`config.mk`:
```
export PLATFORM = sky130hd
export DESIGN_NAME = instruction_loader
export DESIGN_NICKNAME = d
export VERILOG_FILES = /design/src/rtl/instruction_loader.sv
export SDC_FILE = /design/constraint.sdc
export NUM_CORES = 1
export LEC_CHECK = 0
export ABC_AREA = 0
export ABC_CLOCK_PERIOD_IN_PS = 2020
export BUFFER_PORTS_ARGS = -buffer_cell sky130_fd_sc_hd__buf_4
export CAP_MARGIN = 20
export CORE_MARGIN = 2
export CORE_UTILIZATION = 56
export DETAILED_ROUTE_END_ITERATION = 10
export PLACE_DENSITY = 0.85
export SYNTH_ARGS = -nofsm -noshare
export SYNTH_HDL_FRONTEND = slang
export SYNTH_SLANG_ARGS = --single-unit
```
`constraint.sdc`:
```
create_clock -name clk -period 2.02 [get_ports clk]
set_input_delay 0.404 -clock clk [delete_from_list [all_inputs] [get_ports clk]]
set_output_delay 0.404 -clock clk [all_outputs]
set_load 0.1 [all_outputs]
```
`src/rtl/instruction_loader.sv`:
```
// Byte-stream program loader: receives a word count, 4*N little-endian data bytes and an
// XOR checksum, writes each assembled word into instruction memory, and holds the core in
// reset until the load has finished.
module instruction_loader #(
    parameter int unsigned MEM_DEPTH  = 1024,
    parameter int unsigned ADDR_WIDTH = 10
) (
    input  logic                  clk,
    input  logic                  reset,
    input  logic                  start,
    input  logic [7:0]            rx_data,
    input  logic                  rx_valid,
    output logic                  rx_ready,
    output logic                  im_write_enable,
    output logic [ADDR_WIDTH-1:0] im_write_address,
    output logic [31:0]           im_write_data,
    output logic                  cpu_hold,
    output logic                  done,
    output logic                  error
);

    // Widened by one bit so MEM_DEPTH = 65536 would still compare correctly.
    localparam logic [16:0] MaxWords = 17'(MEM_DEPTH);

    typedef enum logic [2:0] {
        StIdle,
        StCountLo,
        StCountHi,
        StData,
        StWrite,
        StCheck,
        StDone,
        StError
    } state_e;

    state_e                state_q, state_d;
    logic [ADDR_WIDTH-1:0] addr_q, addr_d;
    logic [31:0]           word_q, word_d;
    logic [1:0]            byte_cnt_q, byte_cnt_d;
    logic [15:0]           count_q, count_d;
    logic [7:0]            csum_q, csum_d;
    logic [15:0]           count_full;
    logic                  begin_session;

    // Next-state, datapath updates and state-decoded outputs.
    always_comb begin
        state_d         = state_q;
        addr_d          = addr_q;
        word_d          = word_q;
        byte_cnt_d      = byte_cnt_q;
        count_d         = count_q;
        csum_d          = csum_q;
        rx_ready        = 1'b0;
        im_write_enable = 1'b0;
        cpu_hold        = 1'b0;
        done            = 1'b0;
        error           = 1'b0;
        begin_session   = 1'b0;
        count_full      = {rx_data, count_q[7:0]};

        unique case (state_q)
            StIdle: begin
                begin_session = start;
            end
            StCountLo: begin
                rx_ready = 1'b1;
                cpu_hold = 1'b1;
                if (rx_valid) begin
                    count_d = {8'h00, rx_data};
                    state_d = StCountHi;
                end
            end
            StCountHi: begin
                rx_ready = 1'b1;
                cpu_hold = 1'b1;
                if (rx_valid) begin
                    count_d = count_full;
                    if (count_full == 16'd0 || {1'b0, count_full} > MaxWords) begin
                        state_d = StError;
                    end else begin
                        state_d = StData;
                    end
                end
            end
            StData: begin
                rx_ready = 1'b1;
                cpu_hold = 1'b1;
                if (rx_valid) begin
                    word_d[{byte_cnt_q, 3'b000} +: 8] = rx_data;
                    csum_d     = csum_q ^ rx_data;
                    byte_cnt_d = byte_cnt_q + 2'd1;
                    if (byte_cnt_q == 2'd3) begin
                        state_d = StWrite;
                    end
                end
            end
            StWrite: begin
                im_write_enable = 1'b1;
                cpu_hold        = 1'b1;
                addr_d          = addr_q + 1'b1;
                count_d         = count_q - 16'd1;
                state_d         = (count_q == 16'd1) ? StCheck : StData;
            end
            StCheck: begin
                rx_ready = 1'b1;
                cpu_hold = 1'b1;
                if (rx_valid) begin
                    state_d = (rx_data == csum_q) ? StDone : StError;
                end
            end
            StDone: begin
                done          = 1'b1;
                begin_session = start;
            end
            StError: begin
                error         = 1'b1;
                cpu_hold      = 1'b1;
                begin_session = start;
            end
            default: state_d = StIdle;
        endcase

        if (begin_session) begin
            state_d    = StCountLo;
            addr_d     = '0;
            word_d     = '0;
            byte_cnt_d = '0;
            count_d    = '0;
            csum_d     = '0;
        end
    end

    // State and datapath registers with synchronous active-low reset.
    always_ff @(posedge clk) begin
        if (!reset) begin
            state_q    <= StIdle;
            addr_q     <= '0;
            word_q     <= '0;
            byte_cnt_q <= '0;
            count_q    <= '0;
            csum_q     <= '0;
        end else begin
            state_q    <= state_d;
            addr_q     <= addr_d;
            word_q     <= word_d;
            byte_cnt_q <= byte_cnt_d;
            count_q    <= count_d;
            csum_q     <= csum_d;
        end
    end

    assign im_write_address = addr_q;
    assign im_write_data    = word_q;

endmodule

```
Word-level counts from Yosys, hierarchy flattened
Index checks and enable logic that the tools add are counted.
{ "totals": {"reg_bits": 71, "out_inout_bits": 47} }
{ "classes": {"order_cmp": 1, "n_bitwise": 3, "shifts": 2, "eq_ne": 20, "mux": 20, "n_reduce_logical": 16, "n_addsub": 4} }
{ "ops": {"columns": ["operator", "count"], "rows": [
  ["$pmux W16 S3", 1],
  ["$bwmux W32", 1],
  ["$mux W16", 2],
  ["$shift A8 B7 Y32 const A", 1],
  ["$shiftx A8 B7 Y32", 1],
  ["$mux W3", 7],
  ["$eq A16 B1 Y1 const B", 1],
  ["$gt A16 B11 Y1 const B", 1],
  ["$logic_not A16 Y1", 1],
  ["$sub A16 B1 Y16 const B", 1],
  ["$ne A3 B3 Y1 const B", 5],
  ["$pmux W3 S5", 1],
  ["$eq A3 B3 Y1 const B", 4],
  ["$reduce_and A6 Y1", 2],
  ["$add A10 B1 Y10 const B", 1],
  ["$ne A2 B2 Y1 const B", 5],
  ["$eq A8 B8 Y1", 1],
  ["$mux W1", 8],
  ["$xor A8 B8 Y8", 1],
  ["$neg A5 Y7", 1],
  ["$eq A3 B2 Y1 const B", 2],
  ["$reduce_and A3 Y1", 2],
  ["$reduce_bool A6 Y1", 1],
  ["$reduce_or A6 Y1", 1],
  ["other kinds (13)", 14]
]} }

Depth between registers and ports, before layout
{ "depth": {"word_depth": 6, "mapped_depth": 8, "depth_no_buf": 6} }

Worst setup path after synthesis
Ideal clock, no wire load.
{ "synth_timing": {"path_type": "register to output", "from": "register state_q[1]", "to": "output rx_ready", "slack_ps": -801, "arrival_time_ps": 2417, "path_buffers": 2, "path_stages_with_launch": 5, "path_cell_list": "dfxtp_1 clkbuf_1 clkbuf_1 nor2_1 a21oi_1"} }
{ "synth_via": {"elab_chain_cells": 3} }
{ "synth_lines": {"columns": ["item", "line", "text"], "rows": [
  ["start, declared", "36", "state_e state_q, state_d;"],
  ["start signal, assigned", "136", "state_q <= StIdle;"],
  ["start signal, assigned", "143", "state_q <= state_d;"],
  ["$eq A3 B3 Y1, or another cell as far along", "61", "unique case (state_q)"],
  ["$reduce_or A4 Y1 (no line) *", null, null],
  ["$mux W1 *", "61", null],
  ["end, declared", "13", "output logic rx_ready,"]
]} }
Every way passes the cells marked *; elsewhere a longest branch is shown, timed or not.

Worst setup path after layout
{ "layout_timing": {"from": "register byte_cnt_q[0]", "to": "register word_q[8] (netlist: im_write_data[8])"} }
{ "layout_via": {"elab_chain_cells": 3} }
{ "layout_lines": {"columns": ["item", "line", "text"], "rows": [
  ["start, declared", "39", "logic [1:0] byte_cnt_q, byte_cnt_d;"],
  ["start signal, assigned", "146", "byte_cnt_q <= byte_cnt_d;"],
  ["$neg A5 Y7 *", "89", "word_d[{byte_cnt_q, 3'b000} +: 8] = rx_data;"],
  ["$shiftx A8 B7 Y32 or $shift A8 B7 Y32 (tied branches)", "89", null],
  ["$bwmux W32 *", "89", null],
  ["end signal, assigned", "145", "word_q <= word_d;"],
  ["end, declared", "38", "logic [31:0] word_q, word_d;"]
]} }
Marked as above.
A chain may end at the register's enable or synchronous reset.

==> results.json <==
{
  "rr_worst_depth": 6,
  "crit_family": "flip-flops",
  "hold_violations": 0,
  "gp_congestion": 0.892,
  "coreArea_um2": 6310,
  "fin_nets": 535,
  "cts-root-buf": "clkbuf_8",
  "dieArea_um2": 7130,
  "cp-start-kind": "register",
  "cts_tree": "yes",
  "ir_worst_vdd_v": 0.000480,
  "top_layer": "met4",
  "clockBufferDepth": 2,
  "power_density_nw_per_um2": 690,
  "cts.sinks": 71,
  "synth_top_cell_by_area": "dfxtp_1",
  "netlist_area_um2": 3620,
  "cp-end-kind": "register",
  "worstMarginPinSlew_ps": 498,
  "met2_length_mm": 4.69,
  "worstSetupPathType": "reg2reg",
  "max_freq_mhz": 522,
  "wl_met1_mm": 4.03,
  "r2r-end": "im_write_data[8]$_SDFFE_PP0P_",
  "firstDrtPassIters": 5,
  "synth_compound_area_frac": 0.147,
  "antenna_cells": 0,
  "start_util": 0.574,
  "grt_antenna_before_repair": 0,
  "clkTransAtPathRegs_ps": 80,
  "worst-path-buf-inv": 2,
  "grt_pass1_wl_mm": 16.1,
  "rrSetupSlack_ps": 100,
  "rows": 29,
  "finalSetupTns_ps": 0,
  "holdPathStages": 3,
  "syn_avg_cell_area_um2": 7.89,
  "critPathMaxFanout": 8,
  "drive_gt1_frac": 0.214,
  "regToRegStartpoint": "byte_cnt_q[0]$_SDFFE_PP0P_",
  "drtIter0Drc": 321,
  "rsz0062_at_grt": "no",
  "num_vias": 3644,
  "cts_buffers": 9,
  "fin_crit_ps": 1920,
  "holdPathEnd": "state_q[0]$_SDFFE_PN0P_",
  "ys_seq_elements": 71,
  "cts_setup_buffers": 0,
  "hp-class": "in2reg",
  "grt_max_degree": 33,
  "io_pins": 59,
  "post_synth_num_cell_types": 49,
  "drc_errors": 0,
  "cp_data_arrival_time_ps": 2200,
  "async_reset_ff_frac": 0,
  "wire_per_inst_um": 16.6,
  "syn-num-nets": 480,
  "dp_slack_ps": 188,
  "netlist_top_cells_count": "71 x dfxtp_1, 63 x nand2_1, 50 x a21oi_1",
  "drtAntennaViolNets": 0,
  "io_buffers": 58,
  "synthCells": 459,
  "status": "finished, final reports clean",
  "yosys.area_share.simple": 0.298,
  "setup_ws_ps": 104,
  "fin_skew_ps": 14.6,
  "leakagePower_uw": 0.00164,
  "drt-total-wl_mm": 9.87,
  "clk_latency_ps": 360,
  "first_global_vias": 3415,
  "drv_cap": 0,
  "synth_edf_count": 0,
  "synth_top_cell_area_share": 0.392,
  "worstHoldStart": "reset",
  "synthMuxAreaShare": 0.0110,
  "cp_slowest_cell": "dfxtp_1",
  "dieWidth_um": 84.4,
  "wl_met3_um": 844,
  "area_growth_pct": 21.6,
  "min_period_over_period": 0.948,
  "final_max_slew_viol_count": 0,
  "path_cells": "inv_1 -> ha_1 -> nor3b_1 -> buf_4 -> nand3_1 -> a21oi_1",
  "track_usage": 0.282,
  "ys_seq_area_frac": 0.392,
  "die_h_um": 84.4,
  "yosysWarnings": 0,
  "synthFlopType": "dfxtp_1",
  "place_hpwl_mm": 6.66,
  "vias_per_cell": 6.11,
  "grt.overflow.total": 0,
  "setup_viol": 0,
  "slowest_delay_ps": 520,
  "synthTopCellsByArea": "dfxtp_1 39%, a21oi_1 6.9%, nand2_1 6.5%, nand3_1 5.9%, xnor2_1 3.4%",
  "slew_headroom": 0.665,
  "synth_top_family_by_area": "simple AND/OR/NAND/NOR gates",
  "synthAdderAreaFrac": 0.0311,
  "required_ps": 2300,
  "yosysMostFrequentCell": "dfxtp_1",
  "synthXorXnorAreaFrac": 0.0653,
  "htree_levels": 3
}
==> registers in the layout, summed over array words and instances (netlist names) <==
name	cells
byte_cnt_q	2
state_q	3
count_q	16
csum_q	8
im_write_address	10
im_write_data	32
==> kinds of logic (layout without fill, tap and decap cells) <==
kind of cell / Yosys count / in the layout
multiplexers: 4 / 4
AND/OR/NAND/NOR: 212 / 212
XOR/XNOR: 27 / 27
buffers and inverters: 44 / 104
AO/OA/AOI/OAI: 92 / 92
adder cells (fa/ha/maj): 9 / 9
flip-flops: 71 / 71
==> worst register-to-register path, stage by stage, from the launching register on <==
cell and delay [ps]:
dfxtp_1 520, inv_1 180, ha_1 410, nor3b_1 270, buf_4 200, nand3_1 80
a21oi_1 180
==> cell usage in the layout (no fill, tap or decap), types with 2 or more instances in the layout <==
cell type,instances
a21o_1,6
a21oi_1,49
a221oi_1,2
a31o_2,2
a31oi_1,10
and2_1,6
and3_1,5
buf_4,79
clkbuf_8,10
clkinv_4,2
dfxtp_1,71
ha_1,9
inv_1,6
inv_6,2
mux2i_1,4
nand2_1,63
nand2b_1,2
nand3_1,42
nand3b_1,2
nand4_1,15
nand4b_1,2
nand4bb_1,2
nor2_1,31
nor2_2,2
nor3_1,10
nor3b_1,6
nor4_1,7
o211ai_1,3
o21ai_0,12
or3b_2,2
or4_1,3
xnor2_1,14
xor2_1,13
==> stage by stage <==
step                instance area (um2)  utilization  hold slack (ps)  instances  total power [uW]
floorplan                          3640            -              457        459              1730
global placement                   4190        0.663              442        580              1840
detailed placement                 4190        0.663              445        580              1850
CTS                                4410        0.698              332        596              3040
global route                       4410        0.698              354        596              3140
finish                             4410        0.698              340        596              3040
==> how the worst max path moves through the flow <==
stage	end	start	cells after the start	slack [ps]
floorplan	rx_ready	state_q[1]$_SDFFE_PP0P_	4	20
global placement	im_write_data[25]$_SDFFE_PP0P_	rx_valid	5	280
detailed placement	state_q[2]$_SDFFE_PP0P_	count_q[0]$_SDFFE_PP0P_	6	190
CTS	im_write_enable	state_q[2]$_SDFFE_PP0P_	3	20
global route	im_write_data[26]$_SDFFE_PP0P_	byte_cnt_q[0]$_SDFFE_PP0P_	6	40
finish	im_write_data[8]$_SDFFE_PP0P_	byte_cnt_q[0]$_SDFFE_PP0P_	6	100
==> per-layer routing <==
metal,up-vias,global-route usage
li1,1733,-
met1,1673,0.345
met2,204,0.470
met3,34,0.0570
met4,0,0.147
met5,-,0
==> power by group <==
part / switching [uW] / internal [uW] / total, uW
registers: 13.9 / 1410 / 1430
clock network: 589 / 625 / 1210
logic: 266 / 133 / 399
total: 869 / 2170 / 3040
==> area by class of cell <==
cell class | instances | area [um2]
Multi-Input combinational cell | 344 | 2020
Fill cell | 515 | 1910
Sequential cell | 71 | 1420
Timing Repair Buffer | 81 | 624
Clock buffer | 10 | 138
Tap cell | 77 | 96.3
Clock inverter | 6 | 76.3
Inverter | 7 | 26.3
==> what timing repair did <==
item / in CTS / in global routing
gates resized for setup: 1 / 2
hold buffers: 0 / 0
endpoints found under the setup margin: 1 / 4
(Power assumes the default switching activity.)
